**config.mk**
```make
export PLATFORM = sky130hd
export DESIGN_NAME = synth_spi_cfg_rx
export DESIGN_NICKNAME = d
export VERILOG_FILES = /design/src/rtl/synth_cfg_pkg.sv /design/src/rtl/synth_sync_edge.sv /design/src/rtl/synth_spi_cfg_rx.sv
export SDC_FILE = /design/constraint.sdc
export NUM_CORES = 1
export LEC_CHECK = 0
export CAP_MARGIN = 25
export CORE_MARGIN = 3
export CORE_UTILIZATION = 50
export CTS_BUF_LIST = sky130_fd_sc_hd__clkbuf_16
export CTS_CLUSTER_DIAMETER = 40
export DETAILED_ROUTE_END_ITERATION = 12
export PLACE_DENSITY = 0.81
export SYNTH_ARGS = -nofsm -noshare
export SYNTH_HDL_FRONTEND = slang
export SYNTH_HIERARCHICAL = 1
export SYNTH_SLANG_ARGS = --single-unit
```
**constraint.sdc**
```tcl
create_clock -name clk -period 1.89 [get_ports clk]
set_input_delay 0.189 -clock clk [delete_from_list [all_inputs] [get_ports clk]]
set_output_delay 0.189 -clock clk [all_outputs]
set_load 0.01 [all_outputs]
```
**src/rtl/synth_cfg_pkg.sv**
```systemverilog
// Shared definitions for the synth configuration-register write path (SPI receiver and cfg register file).
package synth_cfg_pkg;

    localparam int unsigned CFG_WORDS           = 8;
    localparam int unsigned CEIL_LOG2_CFG_WORDS = $clog2(CFG_WORDS);

    localparam int unsigned CMD_BITS      = 8;
    localparam int unsigned CMD_WRITE_BIT = 7;
    localparam int unsigned CMD_AINC_BIT  = 6;
    localparam int unsigned CMD_ADDR_MSB  = 2;

    typedef enum logic [1:0] {
        IDLE    = 2'd0,
        CMD     = 2'd1,
        DATA    = 2'd2,
        DISCARD = 2'd3
    } rx_state_t;

    // A command is accepted only as a write with the reserved field clear.
    function automatic logic cmd_valid(input logic [CMD_BITS-1:0] cmd);
        return cmd[CMD_WRITE_BIT] && (cmd[CMD_AINC_BIT-1:CMD_ADDR_MSB+1] == '0);
    endfunction

endpackage

```
**src/rtl/synth_sync_edge.sv**
```systemverilog
// Multi-flop synchroniser for an asynchronous pin with registered level and edge-detect outputs.
module synth_sync_edge #(
    parameter int unsigned STAGES  = 2,
    parameter logic        RST_VAL = 1'b0
) (
    input  logic clk,
    input  logic rst_n,
    input  logic d,
    output logic level,
    output logic rise,
    output logic fall
);

    logic [STAGES-1:0] sync_q;
    logic              rise_q;
    logic              fall_q;

    // Edges are computed from the stage feeding the output, so they line up with the level change.
    always_ff @(posedge clk or negedge rst_n) begin
        if (!rst_n) begin
            sync_q <= {STAGES{RST_VAL}};
            rise_q <= 1'b0;
            fall_q <= 1'b0;
        end else begin
            sync_q <= {sync_q[STAGES-2:0], d};
            rise_q <= sync_q[STAGES-2] & ~sync_q[STAGES-1];
            fall_q <= ~sync_q[STAGES-2] & sync_q[STAGES-1];
        end
    end

    assign level = sync_q[STAGES-1];
    assign rise  = rise_q;
    assign fall  = fall_q;

endmodule

```
**src/rtl/synth_spi_cfg_rx.sv**
```systemverilog
// SPI mode-0 slave: deserialises host command/data frames into cfg register write strobes.
module synth_spi_cfg_rx #(
    parameter int unsigned CEIL_LOG2_CFG_WORDS = synth_cfg_pkg::CEIL_LOG2_CFG_WORDS,
    parameter int unsigned WORD_BITS           = 16,
    parameter int unsigned SYNC_STAGES         = 2
) (
    input  logic                           clk,
    input  logic                           rst_n,
    input  logic                           spi_sck,
    input  logic                           spi_cs_n,
    input  logic                           spi_mosi,
    output logic [1:0]                     cfg_we,
    output logic [CEIL_LOG2_CFG_WORDS-1:0] cfg_w_addr,
    output logic [WORD_BITS-1:0]           cfg_w_data,
    output logic                           busy,
    output logic                           frame_err
);

    import synth_cfg_pkg::*;

    localparam int unsigned AW    = CEIL_LOG2_CFG_WORDS;
    localparam int unsigned CNT_W = $clog2(WORD_BITS + 1);

    logic sck_s, sck_rise, sck_fall;
    logic cs_n_s, cs_rise, cs_fall;
    logic [SYNC_STAGES-1:0] mosi_sync_q;
    logic mosi_s;

    synth_sync_edge #(.STAGES(SYNC_STAGES), .RST_VAL(1'b0)) u_sync_sck (
        .clk   (clk),
        .rst_n (rst_n),
        .d     (spi_sck),
        .level (sck_s),
        .rise  (sck_rise),
        .fall  (sck_fall)
    );

    synth_sync_edge #(.STAGES(SYNC_STAGES), .RST_VAL(1'b0)) u_sync_cs (
        .clk   (clk),
        .rst_n (rst_n),
        .d     (spi_cs_n),
        .level (cs_n_s),
        .rise  (cs_rise),
        .fall  (cs_fall)
    );

    // Same depth as the sck path so mosi is sampled at the synchronised sck rising edge.
    always_ff @(posedge clk or negedge rst_n) begin
        if (!rst_n) begin
            mosi_sync_q <= '0;
        end else begin
            mosi_sync_q <= {mosi_sync_q[SYNC_STAGES-2:0], spi_mosi};
        end
    end
    assign mosi_s = mosi_sync_q[SYNC_STAGES-1];

    rx_state_t            state_q, state_d;
    logic [CNT_W-1:0]     bit_cnt_q, bit_cnt_d;
    logic [WORD_BITS-1:0] shift_q, shift_d;
    logic                 ainc_q, ainc_d;
    logic [AW-1:0]        addr_q, addr_d;
    logic [1:0]           cfg_we_q, cfg_we_d;
    logic [AW-1:0]        cfg_w_addr_q, cfg_w_addr_d;
    logic [WORD_BITS-1:0] cfg_w_data_q, cfg_w_data_d;
    logic                 busy_q, busy_d;
    logic                 frame_err_q, frame_err_d;

    logic [CMD_BITS-1:0]  cmd_c;
    logic [WORD_BITS-1:0] word_c;

    assign cmd_c  = {shift_q[CMD_BITS-2:0], mosi_s};
    assign word_c = {shift_q[WORD_BITS-2:0], mosi_s};

    logic unused_sigs;
    assign unused_sigs = ^{sck_s, sck_fall, shift_q[WORD_BITS-1]};

    // Next-state and output logic; cs_rise takes priority over a coincident sck_rise.
    always_comb begin
        state_d      = state_q;
        bit_cnt_d    = bit_cnt_q;
        shift_d      = shift_q;
        ainc_d       = ainc_q;
        addr_d       = addr_q;
        cfg_we_d     = 2'b00;
        cfg_w_addr_d = cfg_w_addr_q;
        cfg_w_data_d = cfg_w_data_q;
        frame_err_d  = 1'b0;

        case (state_q)
            IDLE: begin
                if (cs_fall) begin
                    state_d   = CMD;
                    bit_cnt_d = '0;
                end
            end
            CMD: begin
                if (cs_rise) begin
                    state_d     = IDLE;
                    frame_err_d = (bit_cnt_q != '0);
                end else if (sck_rise) begin
                    shift_d = word_c;
                    if (bit_cnt_q == CNT_W'(CMD_BITS - 1)) begin
                        bit_cnt_d = '0;
                        if (cmd_valid(cmd_c)) begin
                            state_d = DATA;
                            addr_d  = AW'(cmd_c[CMD_ADDR_MSB:0]);
                            ainc_d  = cmd_c[CMD_AINC_BIT];
                        end else begin
                            state_d     = DISCARD;
                            frame_err_d = 1'b1;
                        end
                    end else begin
                        bit_cnt_d = bit_cnt_q + CNT_W'(1);
                    end
                end
            end
            DATA: begin
                if (cs_rise) begin
                    state_d     = IDLE;
                    frame_err_d = (bit_cnt_q != '0);
                end else if (sck_rise) begin
                    shift_d = word_c;
                    if (bit_cnt_q == CNT_W'(WORD_BITS - 1)) begin
                        cfg_we_d     = 2'b11;
                        cfg_w_addr_d = addr_q;
                        cfg_w_data_d = word_c;
                        addr_d       = addr_q + AW'(ainc_q);
                        bit_cnt_d    = '0;
                    end else begin
                        bit_cnt_d = bit_cnt_q + CNT_W'(1);
                    end
                end
            end
            DISCARD: begin
                if (cs_n_s) begin
                    state_d = IDLE;
                end
            end
            default: state_d = DISCARD;
        endcase

        busy_d = (state_d == CMD) || (state_d == DATA);
    end

    always_ff @(posedge clk or negedge rst_n) begin
        if (!rst_n) begin
            state_q      <= DISCARD;
            bit_cnt_q    <= '0;
            shift_q      <= '0;
            ainc_q       <= 1'b0;
            addr_q       <= '0;
            cfg_we_q     <= 2'b00;
            cfg_w_addr_q <= '0;
            cfg_w_data_q <= '0;
            busy_q       <= 1'b0;
            frame_err_q  <= 1'b0;
        end else begin
            state_q      <= state_d;
            bit_cnt_q    <= bit_cnt_d;
            shift_q      <= shift_d;
            ainc_q       <= ainc_d;
            addr_q       <= addr_d;
            cfg_we_q     <= cfg_we_d;
            cfg_w_addr_q <= cfg_w_addr_d;
            cfg_w_data_q <= cfg_w_data_d;
            busy_q       <= busy_d;
            frame_err_q  <= frame_err_d;
        end
    end

    assign cfg_we     = cfg_we_q;
    assign cfg_w_addr = cfg_w_addr_q;
    assign cfg_w_data = cfg_w_data_q;
    assign busy       = busy_q;
    assign frame_err  = frame_err_q;

endmodule

```
==> metrics.cfg <==
[worst_setup_path]
required_ns=2.10
path_max_fanout=4
end_kind=flop
start_kind=flop
critPathKind=reg -> reg
critPathArrivalTime_ns=2.07

[clock_network]
clk_latency_ns=0.32
root_buffer=clkbuf_16
cts.path.max_buffers=2
cts.sinks=57
clk_pin_slew_ns=0.05
cts_made_buffers=9
htree_levels=3
cts_tree=done

[cells_and_area]
fin_nets=252
diodes=0
synthToLayoutAreaGrowth_pct=32.7
final_cells=309
drive_gt1_share_pct=33.1
fin_area_mm2=0.00333

[global_routing]
grt_pass1_wl_um=8070
grt_pass1_vias=1720
grt_overflow_total=0
grt_max_degree=58
antenna_found_initial=0
grtUsageTotal_pct=17.6

[power_and_ir_drop]
powerDensity_mw_per_mm2=1170
vdd_drop_max_uv=723
p_leak_nw=1.57

[logic_synthesis]
yosys_warnings=6
syn_area_mm2=0.00251
syn_inst=190
syn_area_per_cell_um2=13.2
synth_nets=205

[drt]
drt_iter0_drc=122
routedWlPerCell_um=15.1
routed_via_density=5.30
ant_nets=0
wirelength_um=4650
first_pass_iters=4
drcViolationCount=0
num_vias=1638

[timing]
hold_violations=0
final.setup.tns_ns=0
fmax_ghz=0.538
period_minus_slack_ns=1.86
max_slew_margin_pct=75.2
setup_slack_ns=0.0303
setup_viol=0
rsz0062_at_grt=yes
worst_pin_slew_ns=0.367
skew_ns=0.00350
finalMaxSlewViolations=0
post-route-period-util_pct=98.4
hold_slack_ns=0.307

[placed_design]
dp_hpwl_um=3040
place.gp.congestion=0.847
dp.cells=290
dp_slack_ns=-0.00753
dpl-instance-area_mm2=0.00298
port_buffers=27

[floorplanning]
die_height_um=76.8
num_io_pins=28
start_util_pct=52.4
rows=25
die_w_um=76.8
core_mm2=0.00479
die_area_mm2=0.00590

[min_path]
min_path_type=in -> reg

[outcome]
status=finished clean

[flow_run]
maxCapViolations=0

[layout by cell type, fill, tap and decap left out, types with 3 or more instances in the layout]
cell type        count
dfrtp_1             55
nor2b_1              4
a21oi_1              5
buf_12               3
nand2_1              5
nand3_1              5
o21ai_0              5
ha_1                 8
clkbuf_16            9
clkdlybuf4s50_1     26
buf_4               11
mux2_2              34
a31oi_1              4
nand4b_1             3
nor2_1               3
inv_1               13
[repair_timing]
| item | CTS | global route |
|---|---|---|
| endpoints found under the setup margin | 2 | 6 |
| pin swaps | 1 | 4 |
| buffers inserted | 0 | 2 |
| gates resized for setup | 3 | 7 |
| cloned | 0 | 0 |
| endpoints found under the hold margin | 55 | 0 |
| hold buffers | 1 | 0 |
[final timing paths]
check                                           endpoint                     start  slack, ns  cells after the start
hold / removal             u_sync_cs/sync_q[0]$_DFF_PN0_                  spi_cs_n       0.31                      1
setup reg to reg                bit_cnt_q[2]$_DFFE_PN0P_      state_q[0]$_DFF_PN1_       0.03                      6
setup / recovery                bit_cnt_q[2]$_DFFE_PN0P_      state_q[0]$_DFF_PN1_       0.03                      6
hold reg to reg                 mosi_sync_q[1]$_DFF_PN0_  mosi_sync_q[0]$_DFF_PN0_       0.35                      0
max in group asynchronous           state_q[1]$_DFF_PN1_                     rst_n       1.19                      3
min in group asynchronous            cfg_we[0]$_DFF_PN0_                     rst_n       0.40                      3
[layer usage]
metal,track usage [%],part of all wire (%)
met5,0,0
met4,7.61,1.8
met3,6.46,3.9
met2,26.3,49
met1,23.0,45
[per-stage QoR]
| stage | power [mW] | util [%] |
|---|---|---|
| floorplan | 1.98 | - |
| global placement | 2.24 | 62.2 |
| detailed placement | 2.28 | 62.2 |
| CTS | 3.85 | 68.7 |
| global route | 4.06 | 69.5 |
| finish | 3.88 | 69.5 |
[report_power, final]
| group | internal (mW) | switching, mW | leakage [nW] |
|---|---|---|---|
| clock | 1.00 | 0.524 | 0.142 |
| combinational | 0.429 | 0.431 | 0.666 |
| sequential | 1.37 | 0.121 | 0.757 |
| total | 2.80 | 1.08 | 1.57 |
[worst max-delay path, stage by stage (launching register included)]
cell and delay, ns:
dfstp_2 0.52, inv_1 0.05, ha_1 0.23, or2_4 0.27, a221oi_4 0.33, o21ai_0 0.15
a21o_1 0.19
[cell type report]
class / instances / area [um2]
clock inverter: 7 / 62.6
sequential: 57 / 1430
inverter: 12 / 45.0
fill: 344 / 1460
clock buffer: 9 / 225
timing repair buffer: 43 / 429
multi-input combinational: 114 / 1050
tap: 67 / 83.8
[registers in the layout, summed over array words and instances, names as in the netlist, 3 cells and up]
name        count
cfg_w_data     16
shift_q        15
cfg_w_addr      3
addr_q          3
bit_cnt_q       5
No activity file was read; power rests on OpenSTA's default activity.
